### src/rtl/game_timer_ctrl.sv
// Countdown M:SS game timer sequencing start/pause/resume/expiry/restart on the 1 Hz tick.
// Optional macro GAME_TIMER_BLINK_EN: blink toggles during expiry instead of following expired.
module game_timer_ctrl #(
  parameter int START_MIN = 2,
  parameter int START_SEC = 0
) (
  input  logic       clk_1H,
  input  logic       reset,
  input  logic       start,
  input  logic       pause,
  input  logic       restart,
  output logic [3:0] min_ones,
  output logic [3:0] sec_tens,
  output logic [3:0] sec_ones,
  output logic [1:0] state,
  output logic       running,
  output logic       expired,
  output logic       blink
);

  typedef enum logic [1:0] {
    IDLE    = 2'b00,
    RUN     = 2'b01,
    PAUSE   = 2'b10,
    EXPIRED = 2'b11
  } state_t;

  localparam logic [3:0] INIT_MIN   = 4'(START_MIN);
  localparam logic [3:0] INIT_TENS  = 4'(START_SEC / 10);
  localparam logic [3:0] INIT_ONES  = 4'(START_SEC % 10);
  localparam logic       START_ZERO = (START_MIN == 0) && (START_SEC == 0);

  state_t     st;
  logic       start_q, pause_q;
  logic       start_e, pause_e;
  logic [3:0] dec_min, dec_tens, dec_ones;
  logic       dec_zero;

  assign start_e = start & ~start_q;
  assign pause_e = pause & ~pause_q;

  // One-second decrement with BCD borrow; only consumed while in RUN.
  always_comb begin
    // NOTE: every combinational output gets a default first so no path leaves it unassigned (no latch).
    dec_min  = min_ones;
    dec_tens = sec_tens;
    dec_ones = sec_ones;
    if (sec_ones != 4'd0) begin
      dec_ones = sec_ones - 4'd1;
    end else begin
      dec_ones = 4'd9;
      if (sec_tens != 4'd0) begin
        dec_tens = sec_tens - 4'd1;
      end else begin
        dec_tens = 4'd5;
        dec_min  = min_ones - 4'd1;
      end
    end
    dec_zero = (dec_min == 4'd0) && (dec_tens == 4'd0) && (dec_ones == 4'd0);
  end

  // NOTE: sequential state uses non-blocking assignments so every register sees pre-edge values.
  always_ff @(posedge clk_1H or posedge reset) begin
    if (reset) begin
      st       <= IDLE;
      start_q  <= 1'b0;
      pause_q  <= 1'b0;
      min_ones <= INIT_MIN;
      sec_tens <= INIT_TENS;
      sec_ones <= INIT_ONES;
    end else begin
      start_q <= start;
      pause_q <= pause;
      if (restart) begin
        st       <= IDLE;
        min_ones <= INIT_MIN;
        sec_tens <= INIT_TENS;
        sec_ones <= INIT_ONES;
      end else begin
        case (st)
          IDLE: begin
            if (start_e) st <= START_ZERO ? EXPIRED : RUN;
          end
          RUN: begin
            if (pause_e) begin
              st <= PAUSE;
            end else begin
              min_ones <= dec_min;
              sec_tens <= dec_tens;
              sec_ones <= dec_ones;
              if (dec_zero) st <= EXPIRED;
            end
          end
          PAUSE: begin
            if (start_e) st <= RUN;
          end
          EXPIRED: st <= EXPIRED;
          default: st <= IDLE;
        endcase
      end
    end
  end

  assign state   = st;
  assign running = (st == RUN);
  assign expired = (st == EXPIRED);

`ifdef GAME_TIMER_BLINK_EN
  logic blink_q;
  logic entering_exp;

  assign entering_exp = ((st == IDLE) && start_e && START_ZERO) ||
                        ((st == RUN) && !pause_e && dec_zero);

  // Set on the expiry edge, then flip every tick while expired.
  always_ff @(posedge clk_1H or posedge reset) begin
    if (reset) begin
      blink_q <= 1'b0;
    end else if (restart) begin
      blink_q <= 1'b0;
    end else if (st == EXPIRED) begin
      blink_q <= ~blink_q;
    end else begin
      blink_q <= entering_exp;
    end
  end

  assign blink = blink_q;
`else
  assign blink = expired;
`endif

endmodule

### config.mk
export PLATFORM = sky130hd
export DESIGN_NAME = game_timer_ctrl
export DESIGN_NICKNAME = d
export VERILOG_FILES = /design/src/rtl/game_timer_ctrl.sv
export SDC_FILE = /design/constraint.sdc
export NUM_CORES = 1
export LEC_CHECK = 0
export BUFFER_PORTS_ARGS = -buffer_cell sky130_fd_sc_hd__buf_4
export CORE_ASPECT_RATIO = 1.2
export CORE_MARGIN = 4
export CORE_UTILIZATION = 35
export CTS_CLUSTER_SIZE = 24
export DETAILED_ROUTE_END_ITERATION = 12
export GPL_TIMING_DRIVEN = 0
export PLACE_DENSITY = 0.57
export RECOVER_POWER = 100
export SYNTH_ARGS = -nofsm -noshare
export SYNTH_HDL_FRONTEND = slang
export SYNTH_SLANG_ARGS = --single-unit
### constraint.sdc
create_clock -name clk_1H -period 4.4 [get_ports clk_1H]
set_clock_uncertainty 0.1 [all_clocks]
set_input_delay 0.44 -clock clk_1H [delete_from_list [all_inputs] [get_ports clk_1H]]
set_output_delay 0.44 -clock clk_1H [all_outputs]
set_load 0.005 [all_outputs]
* Yosys cells after proc, flatten, opt, wreduce, memory -nomap -nowiden
Cells that the tools add are included.
** Cells by class
- Add/subtract/negate cells :: 3
- Eq/ne operators :: 6
- Multiplexer cells :: 19
- Bitwise operators :: 4
- Reduce and logical (&&, ||, !) cells :: 12
** Operators with widths (count)
- $mux 4 :: 14
- $logic_not 4->1 :: 3
- $sub 4x1->4 const B :: 3
- $mux 2 :: 4
- $reduce_bool 4->1 :: 2
- $pmux 2 s3 :: 1
- $eq 2x2->1 const B :: 2
- $ne 4x2->1 const B :: 1
- $reduce_and 2->1 :: 2
- $ne 3x1->1 const B :: 1
- $and 1x1->1 :: 2
- $eq 2x1->1 const B :: 1
- $logic_and 1x1->1 :: 2
- $logic_not 2->1 :: 1
- $ne 2x2->1 const B :: 1
- $not 1->1 :: 2
- $reduce_bool 2->1 :: 1
- $reduce_or 2->1 :: 1
** Word-level totals
- Register bits after elaboration :: 16
- Output and inout bits :: 17

* Depth between registers and ports, before layout
Gate-level depths: netlist of run 1.
- Depth after elaboration :: 10
- Mapped depth :: 5

* Least setup slack after synthesis of run 1
OpenSTA, ideal clock, no wires.
- Path kind :: flip-flop to flip-flop
- Start :: reg sec_ones[0]
- End :: reg min_ones[3]
- Setup time :: 78 ps
- Arrival time :: 1527 ps
- Data required time :: 4222 ps
- Path slack :: 2695 ps
- Cell stages (with the launch flop) :: 5
- Clock period less this slack :: 1705 ps
- Path through :: dfrtp_1 -> nor4b_4 -> nand4_4 -> or3_1 -> a21oi_1
** Between the ends
- Word-level cells in the longest chain between the ends :: 5
** Ends and longest elaborated chain
- from (decl) :: line 14 : output logic [3:0] sec_ones,
- from (signal assigned) :: line 90 : sec_ones <= dec_ones;
- $reduce_bool 4->1 :: line 48 : if (sec_ones != 4'd0) begin
- $mux 4 :: line 48
- $mux 4 :: line 85 : if (pause_e) begin
- $mux 4 :: line 80 : case (st)
- $mux 4 :: line 74 : if (restart) begin
- to (signal assigned) :: line 88 : min_ones <= dec_min;
- to (decl) :: line 12 : output logic [3:0] min_ones,
Every way passes these cells. The select of a mux whose other input is x is not followed.
A chain may end at the register's enable or synchronous reset.

* Worst setup path after layout of run 1
Same ends and word-level chain as after synthesis.

==> results of run 1 <==
-- layout make-up --
class	count	area [sq um]	area share, %
buffer	2	11.3	1.11
clock buffer	4	36.3	3.58
inverter	6	22.5	2.22
multi-input combinational	55	350	34.6
sequential	16	402	39.6
tap	30	37.5	3.70
timing repair buffer	21	154	15.2
-- logic make-up (layout without fill, tap and decap cells) --
| kind of cell | count (synthesis) | count (layout) | synth area share (%) |
|---|---|---|---|
| xor+xnor | 3 | 3 | 3.26 |
| mux | 2 | 2 | 2.48 |
| flops | 16 | 16 | 49.8 |
| compound gates | 14 | 14 | 10.2 |
| simple gates | 35 | 35 | 28.5 |
| fa+ha+maj | 1 | 1 | 1.55 |
| buf+inv | 8 | 33 | 4.19 |
-- critical path, cell delays in order, from the launching register on --
cell and delay [ns]:
dfrtp_1 0.43, nor4b_1 1.02, nand4_4 0.26, or3_1 0.42, a21oi_1 0.15
-- sequential cells by signal (all words and copies together), names as in the netlist --
name and flops:
state 2, start_q 1, pause_q 1, min_ones 4
sec_ones 4, sec_tens 4
-- cells in the mapped netlist --
cell	n
clkbuf_1	1
dfrtp_1	15
nor4_2	1
nor2_1	9
o21a_1	2
dfstp_2	1
and2_1	1
nand4_4	1
ha_1	1
or2_2	1
mux2i_1	2
a21oi_1	5
nand4b_1	3
or3_1	4
nor3_1	2
nor2b_1	3
nand2b_1	2
nand3_1	1
nor4_1	1
o21ai_0	4
xor2_1	2
nand3b_1	1
xnor2_1	1
o22ai_1	2
nor4b_4	1
buf_4	1
nand2_1	4
o211a_1	1
inv_1	6
-- worst max path at each step --
stage,to,cells after the start
5_1_grt,min_ones[3],4
4_1_cts,min_ones[3],4
2_1_floorplan,min_ones[3],4
3_3_place_gp,min_ones[3],4
6_report,min_ones[3],4
3_5_place_dp,min_ones[3],4
-- per-layer routing --
metal	vias to the layer above	share of wire (%)
met1	302	47
met4	0	2.3
met2	19	46
li1	326	-
met5	-	0
met3	5	4.9
-- power breakdown --
group | internal (W) | switching (W) | total [W]
Combinational | 0.0000229 | 0.0000262 | 0.0000491
Sequential | 0.000154 | 0.00000790 | 0.000162
Clock | 0.0000504 | 0.0000472 | 0.0000976
Total | 0.000227 | 0.0000813 | 0.000309
-- stage by stage --
step           area (sq um)  hold WS [ns]
4_1_cts                1040         0.135
6_report               1010         0.114
3_5_place_dp           1000         0.452
5_1_grt                1010         0.168
2_1_floorplan           807         0.253
3_3_place_gp           1000         0.457
==> out/metrics.csv, run 1 <==
metric;value;unit
status;completed;
grt-busiest-layer;met2;
yosysSeqAreaShare;49.8;%
worstReg2RegStart;sec_ones[0];
relSlewSlack;20.5;%
cap_violations;0;
grt_first_pass_wirelength;2980;um
cp-start-kind;register;
tritoncts;yes;
ctsHoldBuffers;0;
place_ws;2.55;ns
p_per_area;305;nW/um^2
synthTopCellsByArea;dfrtp_1 47%, nor2_1 4.2%, dfstp_2 3.3%;
synth_seq_cells;16;
cts_root_buffer;clkbuf_4;
clk_pin_slew;0.09;ns
first_global_vias;670;
post-route-period-util;55.5;%
cts_buffers;3;
yosysTopAreaCell;dfrtp_1;
dp.cells;130;
tightestPinTransition;1.18;ns
via_per_inst;4.87;
ir_worst_vdd;0.000157;V
overflow;0;
yosysTopAreaCellShare;46.5;%
htree_levels;1;
syn2layout_area_growth;25.6;%
criticalPathCategory;register to register;
use_met3;2.70;%
drtAntennaViolNets;0;
die_y;60.6;um
fin_setup_tns;0;ns
grt_setup_unrepaired;no;
grt_use_met2;20.3;%
dp_hpwl;1270;um
yosysUniqueCellTypes;29;
grt_antenna_before_repair;0;
port_buffers;21;
max_freq;410;MHz
drc_errors;0;
dr.pass1.iters;4;
crit_fanout;6;
netlist_area;807;sq um
final_cells;134;
reg2regPathDepth;4;
reg2reg_slack;1.96;ns
cts.repair.resized;0;
die-area;3140;sq um
power_leakage;0.473;nW
diodes;0;
hold_class;input pin to asynchronous set/reset pin;
dieWidth;51.8;um
syn_inst;79;
grt_max_degree;17;
cp-end-kind;register;
start_util;38.1;%
routed_wirelength;1630;um
layout_min_cycle_time;2.44;ns
fin_total_pwr;0.000309;W
crit_required;4.52;ns
wire_per_inst;12.1;um
grtUsageMet1;16.0;%
drtIter0Drc;15;
core_area;2120;sq um
finalMaxSlewViolations;0;
arrival;2.56;ns
clkSinkCount;16;
startpoint;sec_ones[0];
fill_cells;223;
nets;111;
drive_gt1_share;26.0;%
vias;652;
ios;22;
cts_buffer_depth;2;
cts_setup_buffers;0;
syn_avg_cell_area;10.2;sq um
finalHoldViolCount;0;
syn_nets;85;
place_congestion;0.740;
yosysWarnings;0;
clk-insertion-delay-late;0.29;ns
r2r-end;min_ones[3];
gr-usage-all-layers;12.7;%
final_common_cell;clkbuf_4;
setup-violations-final;0;
worst_slack;1.96;ns
final_util;47.9;%
final_cell_mix;20 x clkbuf_4, 15 x dfrtp_1, 9 x nor2_1;
fp-row-count;18;
(Power assumes the default switching activity.)
==> run 2, diff against run 1 <==
- ABC_AREA: not set -> 1
- PLACE_DENSITY: 0.57 -> 0.58
- clock period: 4.4 -> 2.2 ns (I/O delays scaled with it)
==> run 2 against run 1 <==
Effect of this change:
- die area is 13% higher
- sequential power is 130% higher
- critical path depth is 7 higher
- utilization is 1.3 points lower
- fmax is 38% higher
- critical endpoint is now state[1]
- largest cell class is now multi-input gates
- largest power group unchanged
==> out/metrics.csv, run 2 <==
metric;value;unit
status;completed;
dp.cells;180;
vias;918;
place_congestion;0.788;
clk-insertion-delay-late;0.29;ns
ys_async_sr_fraction;100;%
first_global_vias;924;
final_cells;187;
tightestPinTransition;0.646;ns
syn2layout_area_growth;27.3;%
clock_power_share;21.5;%
netlist_area;933;sq um
gr-usage-all-layers;14.1;%
syn_avg_cell_area;7.41;sq um
yosysWarnings;0;
tritoncts;yes;
start_util;36.6;%
criticalPathCategory;register to register;
grt_max_degree;17;
p_sw_share;38.4;%
port_buffers;21;
drc_errors;0;
cp_top_family;flip-flops;
routed_wirelength;2050;um
p_int;0.000583;W
crit_top_cell;nand2_1;
multi_input_area;424;sq um
seq_area;402;sq um
top_regs;min_ones (4), sec_ones (4), sec_tens (4);
final_common_cell;nand2_1;
grt_setup_unrepaired;no;
cts_buffer_depth;2;
synth_seq_cells;16;
drtAntennaViolNets;0;
die_y;64.6;um
arrival;1.87;ns
ios;22;
cts_root_buffer;clkbuf_4;
wire_per_inst;10.9;um
layout_min_cycle_time;1.77;ns
via_per_inst;4.91;
power_leakage;0.610;nW
yosysUniqueCellTypes;19;
synthTopCellsByArea;dfrtp_1 40%, nand2_1 11%, inv_1 10%;
p_comb_share;39.1;%
post-route-period-util;80.4;%
dieWidth;55.1;um
syn_inst;126;
grt_antenna_before_repair;0;
nets;161;
syn_nets;132;
finalHoldViolCount;0;
cp_slowest_stage_delay;0.58;ns
yosysTopAreaCell;dfrtp_1;
dr.pass1.iters;4;
relSlewSlack;56.9;%
synth_edf_count;0;
cts.repair.resized;0;
fin_setup_tns;0;ns
final_util;46.6;%
ys_top_cells_by_count;28 x nand2_1, 26 x inv_1, 15 x dfrtp_1;
p_sw;0.000364;W
grt_first_pass_wirelength;3710;um
crit_buf_inv;2;
diodes;0;
final_cell_mix;29 x nand2_1, 26 x inv_1, 20 x clkbuf_4;
core_area;2550;sq um
fp-row-count;20;
ir_worst_vdd;0.000431;V
cts_buffers;3;
cp_cell_sequence;inv_1 > ha_1 > inv_1 > nand2_1 > o21ai_0 > nor2_1 > nand3_1 > nand2_1 > nand2_1 > nand2_1 > nand2_1;
yosysSeqAreaShare;43.0;%
seq_power_share;39.4;%
dominantRegCellSynth;dfrtp_1;
yosysTopAreaCellShare;40.2;%
cp-end-kind;register;
drtIter0Drc;21;
die-area;3560;sq um
crit_required;2.30;ns
setup-violations-final;0;
crit_slowest_cell;dfstp_1;
finalMaxSlewViolations;0;
cap_violations;0;
fin_total_pwr;0.000947;W
crit_fanout;4;
clk_pin_slew;0.10;ns
cp-start-kind;register;
drive_gt1_share;21.4;%
max_freq;565;MHz
cts_setup_buffers;0;
overflow;0;
htree_levels;1;
yosysMostFrequentCell;nand2_1;
hold_class;input pin to register;
fill_cells;275;
clkSinkCount;16;
p_per_area;797;nW/um^2
dp_hpwl;1560;um
==> run 2: kinds of logic after synthesis <==
kind of cell	share of synthesized area [%]
simple gates	33.0
buf+inv	11.3
compound gates	11.4
flops	43.0
fa+ha+maj	1.34
==> run 2: worst paths after layout <==
kind	start	slack (ns)	cells after the start	to
min in group asynchronous	reset	0.46	3	state[1]
setup / recovery	min_ones[1]	0.43	11	state[1]
hold reg to reg	state[1]	0.44	2	state[1]
max in group asynchronous	reset	1.12	3	sec_ones[0]
setup reg to reg	min_ones[1]	0.43	11	state[1]
hold / removal	restart	0.04	2	sec_tens[3]
==> run 2: repair_timing <==
| action | CTS | global route |
|---|---|---|
| hold endpoints to repair | 17 | 0 |
| endpoints found under the setup margin | 0 | 0 |
| hold buffers | 3 | 0 |
==> run 2: routing by layer <==
| layer | vias to the layer above | GRT usage, % | wire (um) |
|---|---|---|---|
| met3 | 5 | 2.76 | 98 |
| met2 | 23 | 24.3 | 1070 |
| met5 | - | 0 | 0 |
| met1 | 435 | 16.0 | 837 |
| li1 | 455 | - | - |
| met4 | 0 | 6.38 | 40 |
==> run 2: area by class of cell <==
| class | count | area share [%] |
|---|---|---|
| Multi-Input combinational cell | 83 | 35.7 |
| Sequential cell | 16 | 33.8 |
| Timing Repair Buffer | 24 | 15.2 |
| Inverter | 26 | 8.21 |
| Tap cell | 33 | 3.47 |
| Clock buffer | 4 | 3.05 |
| Buffer | 1 | 0.632 |
==> run 2: power by group through the flow <==
stage | Clock (W) | Combinational (W) | Sequential [W]
3_3_place_gp | 0 | 0.000371 | 0.000380
6_report | 0.000203 | 0.000371 | 0.000373
4_1_cts | 0.000208 | 0.000380 | 0.000376
2_1_floorplan | 0 | 0.000254 | 0.000376
3_5_place_dp | 0 | 0.000375 | 0.000381
5_1_grt | 0.000219 | 0.000428 | 0.000381
==> run 2: per-stage QoR <==
step | instance area [sq um] | hold slack [ns] | worst slack (ns)
2_1_floorplan | 933 | 0.0330 | 0.610
3_3_place_gp | 1130 | 0.239 | 0.491
3_5_place_dp | 1130 | 0.242 | 0.485
4_1_cts | 1200 | 0.0403 | 0.472
5_1_grt | 1190 | 0.0519 | 0.170
6_report | 1190 | 0.0446 | 0.431
==> run 2: worst reg2reg max path, stage by stage, from the launching register on <==
cell and delay [ns]:
dfstp_1 0.58, inv_1 0.07, ha_1 0.27, inv_1 0.03, nand2_1 0.04, o21ai_0 0.11
nor2_1 0.13, nand3_1 0.08, nand2_1 0.11, nand2_1 0.06, nand2_1 0.05, nand2_1 0.04
